**config.mk**
```make
export PLATFORM = sky130hd
export DESIGN_NAME = chacha_aead_sequencer
export DESIGN_NICKNAME = d
export VERILOG_FILES = /design/src/rtl/chacha_aead_sequencer.sv
export SDC_FILE = /design/constraint.sdc
export NUM_CORES = 2
export LEC_CHECK = 0
export ABC_AREA = 0
export CORE_AREA = 2 2 698 700
export DETAILED_ROUTE_END_ITERATION = 16
export DIE_AREA = 0 0 700 702
export GPL_TIMING_DRIVEN = 1
export SETUP_SLACK_MARGIN = 0.1
export SLEW_MARGIN = 15
export SYNTH_ARGS = -nofsm -noshare
export SYNTH_HDL_FRONTEND = slang
export SYNTH_SLANG_ARGS = --single-unit
```
**constraint.sdc**
```tcl
create_clock -name clk -period 12.1 [get_ports clk]
set_input_delay 2.42 -clock clk [delete_from_list [all_inputs] [get_ports clk]]
set_output_delay 2.42 -clock clk [all_outputs]
set_load 0.005 [all_outputs]
```
**src/rtl/chacha_aead_sequencer.sv**
```systemverilog
// Control sequencer for the ChaCha20-Poly1305 core: configures the core,
// forwards AAD, fetches keystream blocks, XORs payload beats, issues the
// lengths block and assembles the final tag.
module chacha_aead_sequencer #(
  parameter int CNT_W = 36
) (
  input  logic         clk,
  input  logic         rst,
  input  logic         start,
  input  logic         dir,
  input  logic         aad_none,
  input  logic         pld_none,
  input  logic         aad_in_valid,
  output logic         aad_in_ready,
  input  logic [127:0] aad_in_data,
  input  logic [15:0]  aad_in_keep,
  input  logic         aad_in_last,
  input  logic         in_valid,
  output logic         in_ready,
  input  logic [127:0] in_data,
  input  logic [15:0]  in_keep,
  input  logic         in_last,
  output logic         out_valid,
  input  logic         out_ready,
  output logic [127:0] out_data,
  output logic [15:0]  out_keep,
  output logic         out_last,
  output logic         cfg_we,
  output logic         ks_req,
  input  logic         ks_valid,
  input  logic [511:0] ks_data,
  output logic         core_aad_valid,
  output logic [127:0] core_aad_data,
  output logic [15:0]  core_aad_keep,
  input  logic         core_aad_ready,
  output logic         core_pld_valid,
  output logic [127:0] core_pld_data,
  output logic [15:0]  core_pld_keep,
  input  logic         core_pld_ready,
  output logic         core_len_valid,
  output logic [127:0] core_len_block,
  input  logic         core_len_ready,
  input  logic [127:0] tag_pre_xor,
  input  logic [127:0] tagmask,
  input  logic         tag_pre_xor_valid,
  input  logic         tagmask_valid,
  output logic [127:0] tag,
  output logic         tag_valid,
  input  logic         tag_ready,
  output logic         busy
);

  localparam logic [3:0] S_IDLE   = 4'd0;
  localparam logic [3:0] S_CFG    = 4'd1;
  localparam logic [3:0] S_AAD    = 4'd2;
  localparam logic [3:0] S_KSREQ  = 4'd3;
  localparam logic [3:0] S_KSWAIT = 4'd4;
  localparam logic [3:0] S_PLD    = 4'd5;
  localparam logic [3:0] S_LEN    = 4'd6;
  localparam logic [3:0] S_TAG    = 4'd7;
  localparam logic [3:0] S_DONE   = 4'd8;

  logic [3:0]       state;
  logic             dir_r, aad_none_r, pld_none_r;
  logic [CNT_W-1:0] aad_cnt, pld_cnt;
  logic [511:0]     ks_buf;
  logic [1:0]       idx;
  logic [127:0]     pre_r, mask_r, tag_r;
  logic             pre_ok, mask_ok;

  logic [127:0] ks_slice, xor_data, pre_cur, mask_cur;
  logic         aad_xfer, pld_xfer, pre_have, mask_have;

  function automatic logic [4:0] popcount16(input logic [15:0] k);
    logic [4:0] n;
    n = '0;
    for (int b = 0; b < 16; b++) n = n + 5'(k[b]);
    return n;
  endfunction

  function automatic logic [127:0] keep_mask(input logic [15:0] k);
    logic [127:0] m;
    for (int b = 0; b < 16; b++) m[8*b +: 8] = {8{k[b]}};
    return m;
  endfunction

  // Datapath helpers: current keystream slice, masked XOR, handshake events, tag halves.
  always_comb begin
    ks_slice  = ks_buf[{idx, 7'd0} +: 128];
    xor_data  = (in_data ^ ks_slice) & keep_mask(in_keep);
    aad_xfer  = (state == S_AAD) && aad_in_valid && core_aad_ready;
    pld_xfer  = (state == S_PLD) && in_valid && out_ready && core_pld_ready;
    pre_have  = pre_ok  || tag_pre_xor_valid;
    mask_have = mask_ok || tagmask_valid;
    pre_cur   = pre_ok  ? pre_r  : tag_pre_xor;
    mask_cur  = mask_ok ? mask_r : tagmask;
  end

  // Output decode: every output is idle-zero unless the current state drives it.
  // NOTE: every always_comb output gets a default first so no path can infer a latch.
  always_comb begin
    aad_in_ready   = 1'b0;
    in_ready       = 1'b0;
    out_valid      = 1'b0;
    out_data       = '0;
    out_keep       = '0;
    out_last       = 1'b0;
    cfg_we         = 1'b0;
    ks_req         = 1'b0;
    core_aad_valid = 1'b0;
    core_aad_data  = '0;
    core_aad_keep  = '0;
    core_pld_valid = 1'b0;
    core_pld_data  = '0;
    core_pld_keep  = '0;
    core_len_valid = 1'b0;
    core_len_block = '0;
    tag_valid      = 1'b0;
    case (state)
      S_CFG:   cfg_we = 1'b1;
      S_AAD: begin
        core_aad_valid = aad_in_valid;
        aad_in_ready   = core_aad_ready;
        core_aad_data  = aad_in_data;
        core_aad_keep  = aad_in_keep;
      end
      S_KSREQ: ks_req = 1'b1;
      S_PLD: begin
        // Each side sees valid only when the other sink can also take the beat,
        // so a beat is never delivered to one sink and not the other.
        out_valid      = in_valid & core_pld_ready;
        core_pld_valid = in_valid & out_ready;
        in_ready       = out_ready & core_pld_ready;
        out_data       = xor_data;
        out_keep       = in_keep;
        out_last       = in_last;
        core_pld_data  = dir_r ? in_data : xor_data;
        core_pld_keep  = in_keep;
      end
      S_LEN: begin
        core_len_valid = 1'b1;
        core_len_block = {64'(aad_cnt), 64'(pld_cnt)};
      end
      S_DONE:  tag_valid = 1'b1;
      default: ;
    endcase
  end

  assign tag  = tag_r;
  assign busy = (state != S_IDLE);

  // Sequencer state, counters, keystream buffer and tag assembly.
  // NOTE: sequential state uses non-blocking assignments so every register samples pre-edge values.
  always_ff @(posedge clk) begin
    if (rst) begin
      // NOTE: ks_buf is a plain register, not a memory, so clearing it on reset is cheap and keeps stale keystream off the outputs.
      state      <= S_IDLE;
      dir_r      <= 1'b0;
      aad_none_r <= 1'b0;
      pld_none_r <= 1'b0;
      aad_cnt    <= '0;
      pld_cnt    <= '0;
      ks_buf     <= '0;
      idx        <= '0;
      pre_r      <= '0;
      mask_r     <= '0;
      pre_ok     <= 1'b0;
      mask_ok    <= 1'b0;
      tag_r      <= '0;
    end else begin
      case (state)
        S_IDLE: if (start) begin
          dir_r      <= dir;
          aad_none_r <= aad_none;
          pld_none_r <= pld_none;
          aad_cnt    <= '0;
          pld_cnt    <= '0;
          idx        <= '0;
          pre_ok     <= 1'b0;
          mask_ok    <= 1'b0;
          state      <= S_CFG;
        end
        S_CFG: state <= !aad_none_r ? S_AAD : (!pld_none_r ? S_KSREQ : S_LEN);
        S_AAD: if (aad_xfer) begin
          aad_cnt <= aad_cnt + CNT_W'(popcount16(aad_in_keep));
          if (aad_in_last) state <= pld_none_r ? S_LEN : S_KSREQ;
        end
        S_KSREQ: state <= S_KSWAIT;
        S_KSWAIT: if (ks_valid) begin
          ks_buf <= ks_data;
          idx    <= '0;
          state  <= S_PLD;
        end
        S_PLD: if (pld_xfer) begin
          pld_cnt <= pld_cnt + CNT_W'(popcount16(in_keep));
          idx     <= idx + 2'd1;
          if (in_last)         state <= S_LEN;
          else if (idx == 2'd3) state <= S_KSREQ;
        end
        S_LEN: if (core_len_ready) state <= S_TAG;
        S_TAG: begin
          if (tag_pre_xor_valid) begin
            pre_r  <= tag_pre_xor;
            pre_ok <= 1'b1;
          end
          if (tagmask_valid) begin
            mask_r  <= tagmask;
            mask_ok <= 1'b1;
          end
          if (pre_have && mask_have) begin
            tag_r <= pre_cur ^ mask_cur;
            state <= S_DONE;
          end
        end
        S_DONE: if (tag_ready) state <= S_IDLE;
        default: state <= S_IDLE;
      endcase
    end
  end

endmodule

```
=== After elaboration in Yosys (flattened, before gate mapping) ===
Cells that the tools add are included.

* Flip-flop bits (word level): 979
* Logic and storage cells: 144

* Equality and inequality tests: 20
* Reduce and logical (&&, ||, !) cells: 25
* Bitwise logic cells: 6
* Shifts and indexed selects: 1
* Mux-type cells: 46
* Add/subtract/negate cells: 33

{| class="wikitable"
|+ Operators by type and width
! operator !! number
|-
| $mux 128 || 6
|-
| $shiftx 512x10->128 || 1
|-
| $xor 128x128->128 || 2
|-
| $pmux 36 s2 || 2
|-
| $and 128x128->128 || 1
|-
| $add 5x1->5 || 22
|-
| $mux 36 || 3
|-
| $mux 100 || 1
|-
| $add 36x5->36 || 2
|-
| $mux 4 || 11
|-
| $pmux 4 s9 || 1
|-
| $mux 16 || 2
|-
| $ne 2x2->1 const B || 10
|-
| $eq 4x3->1 const B || 4
|-
| $mux 1 || 13
|-
| $reduce_and 3->1 || 4
|-
| $add 4x1->5 || 2
|-
| $reduce_and 2->1 || 5
|-
| $reduce_and 9->1 || 1
|-
| $add 3x1->4 || 2
|-
| $eq 4x2->1 const B || 2
|-
| $add 2x1->3 || 2
|-
| $logic_and 1x1->1 || 6
|-
| $mux 2 || 3
|-
| 16 further kinds || 23
|}

=== Depth between registers and ports, before layout ===
* Word-level depth: 18
* Depth in mapped cells: 16
* Mapped depth without buffers: 14

=== Least setup slack after synthesis ===
OpenSTA, ideal clock, no wires.

* Path type: in2reg
* Start: input port in_keep[5]
* End: register pld_cnt[18]
* Path buffers: 2
* Slack: 5008 ps
* Stages: 14
* Library setup time: 70 ps
* Data arrival time: 7021 ps
* Path through: clkbuf_1 -> inv_1 -> fa_1 -> fa_1 -> fa_1 -> fa_1 -> fa_1 -> fa_1 -> nor2b_1 -> o211ai_1 -> a2111o_1 -> clkbuf_1 -> or4_1 -> a21oi_1

* Word-level cells in the longest chain between the ends: 14

{| class="wikitable"
|+ Ends and longest elaborated chain
! element !! RTL line !! RTL
|-
| start, declared || 21 || <nowiki>input logic [15:0] in_keep,</nowiki>
|-
| $add 5x1->5 (11 in a row) || 77 || <nowiki>for (int b = 0; b < 16; b++) n = n + 5'(k[b]);</nowiki>
|-
| $add 36x5->36 || 195 || <nowiki>pld_cnt <= pld_cnt + CNT_W'(popcount16(in_keep));</nowiki>
|-
| $mux 36 || 194 || <nowiki>S_PLD: if (pld_xfer) begin</nowiki>
|-
| $pmux 36 s2 || 171 || <nowiki>case (state)</nowiki>
|-
| end signal, assigned || 195 ||
|-
| end, declared || 65 || <nowiki>logic [CNT_W-1:0] aad_cnt, pld_cnt;</nowiki>
|}

Every way passes these cells. The select of a mux whose other input is x is not followed.
A chain may end at the register's enable or synchronous reset.

=== Worst setup path in the final report ===
* Start: input port in_keep[11]
* End: register pld_cnt[30]

* Word-level cells in the longest chain between the ends: 8

{| class="wikitable"
|+ Ends and longest elaborated chain
! element !! RTL line
|-
| $add 5x1->5 (5 in a row) || 77
|-
| $add 36x5->36 || 195
|-
| $mux 36 || 194
|-
| $pmux 36 s2 || 171
|}

Every way passes these cells. The select of a mux whose other input is x is not followed.

==> results.yml <==
power_and_ir_drop:
  powerDensity_nw_per_um2: 135
  vdd_ir_drop_max_v: 0.0000969
  sequentialPowerShare_pct: 34.1
  internal-power_w: 0.00693
  p_switching_w: 0.00343
  power.share.clock_pct: 42.2
  combPwrFrac_pct: 23.7
  p_leak_nw: 23.5
  swShare_pct: 33.1
cts:
  path_clk_slew_ps: 50
  cts_tree: "built"
  cts_buffers: 140
  cts_max_path_buffers: 4
  cts_sinks: 979
  clk_latency_ps: 880
  cts_resized: 0
  cts-root-buf: "clkbuf_16"
  ctsHtreeMaxLevel: 4
  cts_hold_buf: 0
  post_cts_buffers: 0
critical_path:
  cp_top_family: "adder cells"
  critPathMaxFanout: 16
  arrival_ps: 8770
  startpoint_type: "primary input"
  required_ps: 12810
  path_cells: "clkdlybuf4s50_1, fa_1, inv_1, fa_1, fa_1, fa_1, fa_1, fa_1, nor2b_1, o211ai_1, buf_4, a2111o_1, or4_1, a21oi_1"
  critPathCaptureType: "flop"
  r2r_start: "pld_cnt[0]"
  slowest_stage: "fa_1"
  path_common_cell: "fa_1"
  reg2reg_to: "pld_cnt[30]"
  critPathKind: "primary input to flop"
  critPathMaxStageDelay_ps: 1000
  ff2ff_setup_slack_ps: 7210
  r2r_cells: 12
  crit_buf_inv: 3
logic_synthesis:
  synth.avg_cell_area_sq_um: 7.98
  synth-edff-count: 0
  async_flop_share_pct: 0
  synthesis.area_sq_um: 47900
  yosys.cell_types.count: 63
  yosysTopAreaCellShare_pct: 40.9
  synth-seq-cells: 979
  synth_top_cell_by_area: "dfxtp_1"
  yosysWarnings: 0
  synthFlopType: "dfxtp_1"
  syn_inst: 6004
  synthTopCellsByArea: "dfxtp_1 (41%), nand2_1 (13%), a21oi_1 (8.7%)"
  ys_seq_area_share_pct: 40.9
grt:
  grtUsageMet1_pct: 20.6
  grt.busiest_layer: "met2"
  grt_overflow: 0
  grt_pass1_vias: 45900
  antenna_found_initial: 312
  met2_usage_pct: 24.3
  track_usage_pct: 16.7
  gr-usage-met3_pct: 9.03
  grt_max_degree: 180
  grt_pass1_wl_um: 528000
route:
  via_count: 51000
  vias_per_cell: 3.62
  wl_um: 433000
  drtAntennaViolNets: 0
  drt-initial-drc-count: 4828
  first_pass_iters: 6
  drc: 0
  route.detailed.wl_per_inst_um: 30.7
placed_design:
  place.gp.congestion: 1.02
  dpl.hpwl_um: 365000
  port_buffers: 1716
  dp_slack_ps: 3280
  dp_cells: 13700
sta:
  grt_setup_unrepaired: "false"
  maxSlewViolCount: 0
  setup_viol_count_final: 0
  fin_setup_tns_ps: 0
  holdWs_ps: 450
  final.setup_skew_ps: 103
  finalCriticalPeriod_ps: 8060
  layout_setup_ws_ps: 4040
  slew_headroom_pct: 9.22
  final-hold-violation-count: 0
  timing.fmax_mhz: 124
  worst_pin_slew_ps: 1360
  period_share_pct: 66.6
layout:
  fin_util_pct: 15.8
  drive_above_1_share_pct: 6.13
  fillerInstances: 55100
  syn_to_final_growth_pct: 59.9
  seq_area_sq_um: 19600
  final_nets: 8539
  layoutNonFillerInstCount: 14100
  multiInputGateArea_sq_um: 26000
run:
  maxCapViolCount: 0
die:
  fp.dieW_um: 700
  dieArea_sq_um: 491000
  coreArea_sq_um: 484000
  fp.dieH_um: 702
  row_count: 256
  initial_utilization_pct: 9.90
  ios: 1773
min_path:
  min_from: "ks_buf[308]"
  hold_path.class: "flop to flop"
  hold_depth: 2
  worstHoldEndpoint: "ks_buf[308]"
run_status:
  status: "finished clean"
[cell families (layout without fill, tap and decap cells)]
logic type / after synthesis / in the layout / synth area share [%]
XOR/XNOR: 272 / 272 / 4.97
flip-flops: 979 / 979 / 40.9
other: 1 / 169 / 0.00782
adder cells (fa/ha/maj): 41 / 41 / 1.45
multiplexers: 391 / 391 / 11.5
buffers and inverters: 616 / 2083 / 5.54
AO/OA/AOI/OAI: 1183 / 1183 / 13.6
AND/OR/NAND/NOR: 2521 / 2521 / 22.1
[per-layer routing]
metal | vias to the layer above | wire, um
met3 | 815 | 55800
met2 | 2512 | 179000
li1 | 23000 | -
met4 | 110 | 18000
met5 | - | 731
met1 | 24500 | 179000
[stage by stage]
| stage | total power, W | cell area [sq um] |
|---|---|---|
| global placement | 0.00607 | 71700 |
| CTS | 0.0106 | 76400 |
| detailed placement | 0.00608 | 71700 |
| finish | 0.0104 | 76600 |
| global route | 0.0108 | 76500 |
| floorplan | 0.00460 | 48100 |
[cells in the mapped netlist (3+ instances only)]
cell,number
nand2b_1,7
a211oi_1,135
a21o_1,3
buf_1,32
o2111ai_1,6
xnor2_1,141
and3_1,17
xor2_1,131
nor4b_1,3
o211ai_1,5
o21ai_0,150
mux2i_1,263
dfxtp_1,979
nor2b_1,10
ha_1,17
o21a_1,4
or4_1,25
buf_2,53
clkbuf_1,398
nand2_1,1709
nor3_1,8
o31ai_1,19
mux4_2,128
nor4_1,3
and4_1,6
fa_1,24
a22oi_1,4
a2111o_1,4
nand4_1,10
a2111oi_0,4
o41ai_1,4
or3_1,20
buf_4,72
and2_1,221
nor2_1,318
a21oi_1,830
nand3_1,154
inv_1,59
[worst reg2reg max path: cells and delay by family, from the launching register on]
family                   cells  cell delay (ps)
AO/OA/AOI/OAI                3              970
adder cells (fa/ha/maj)      5             2340
buffers and inverters        2              320
flip-flops                   1              340
AND/OR/NAND/NOR              2              790
[sequential cells by signal (all words and copies together), names as in the netlist]
register,count
aad_cnt,36
aad_none_r,1
dir_r,1
idx,2
ks_buf,512
mask_ok,1
mask_r,128
pld_cnt,36
pld_none_r,1
pre_ok,1
pre_r,128
state,4
tag,128
[power by group through the flow]
stage                     clock (W)  combinational, W  sequential, W
after floorplan                   0           0.00108        0.00352
after global placement            0           0.00248        0.00360
after detailed placement          0           0.00248        0.00360
after CTS                   0.00454           0.00249        0.00353
after global routing        0.00462           0.00267        0.00355
final                       0.00438           0.00245        0.00353
[worst max-delay path by stage]
stage	end	cells past startpoint	startpoint
after CTS	core_len_block[98]	6	state[3]
after global placement	pld_cnt[26]	14	in_keep[11]
after global routing	pld_cnt[20]	14	in_keep[11]
final	pld_cnt[30]	14	in_keep[11]
after detailed placement	pld_cnt[30]	14	in_keep[11]
after floorplan	pld_cnt[18]	14	in_keep[5]
[area by class of cell]
type / count / share of cell area (%)
clock inverter: 62 / 1.09
tap: 6450 / 10.5
inverter: 60 / 0.294
multi-input combinational: 4464 / 33.9
sequential: 979 / 25.6
clock buffer: 182 / 5.07
antenna: 113 / 0.369
timing repair buffer: 1779 / 23.1
[layout by cell type (no fill, tap or decap), types with 62 or more instances in the layout]
| cell | Yosys | layout |
|---|---|---|
| a211oi_1 | 135 | 135 |
| a21oi_1 | 830 | 829 |
| and2_1 | 221 | 219 |
| buf_4 | 72 | 62 |
| clkbuf_16 | 0 | 141 |
| clkdlybuf4s50_1 | 0 | 1699 |
| dfxtp_1 | 979 | 974 |
| diode_2 | 0 | 113 |
| mux2i_1 | 263 | 263 |
| mux4_2 | 128 | 128 |
| nand2_1 | 1709 | 1707 |
| nand3_1 | 154 | 152 |
| nor2_1 | 318 | 318 |
| o21ai_0 | 150 | 150 |
| xnor2_1 | 141 | 141 |
| xor2_1 | 131 | 131 |
No activity file was read; power rests on OpenSTA's default activity.
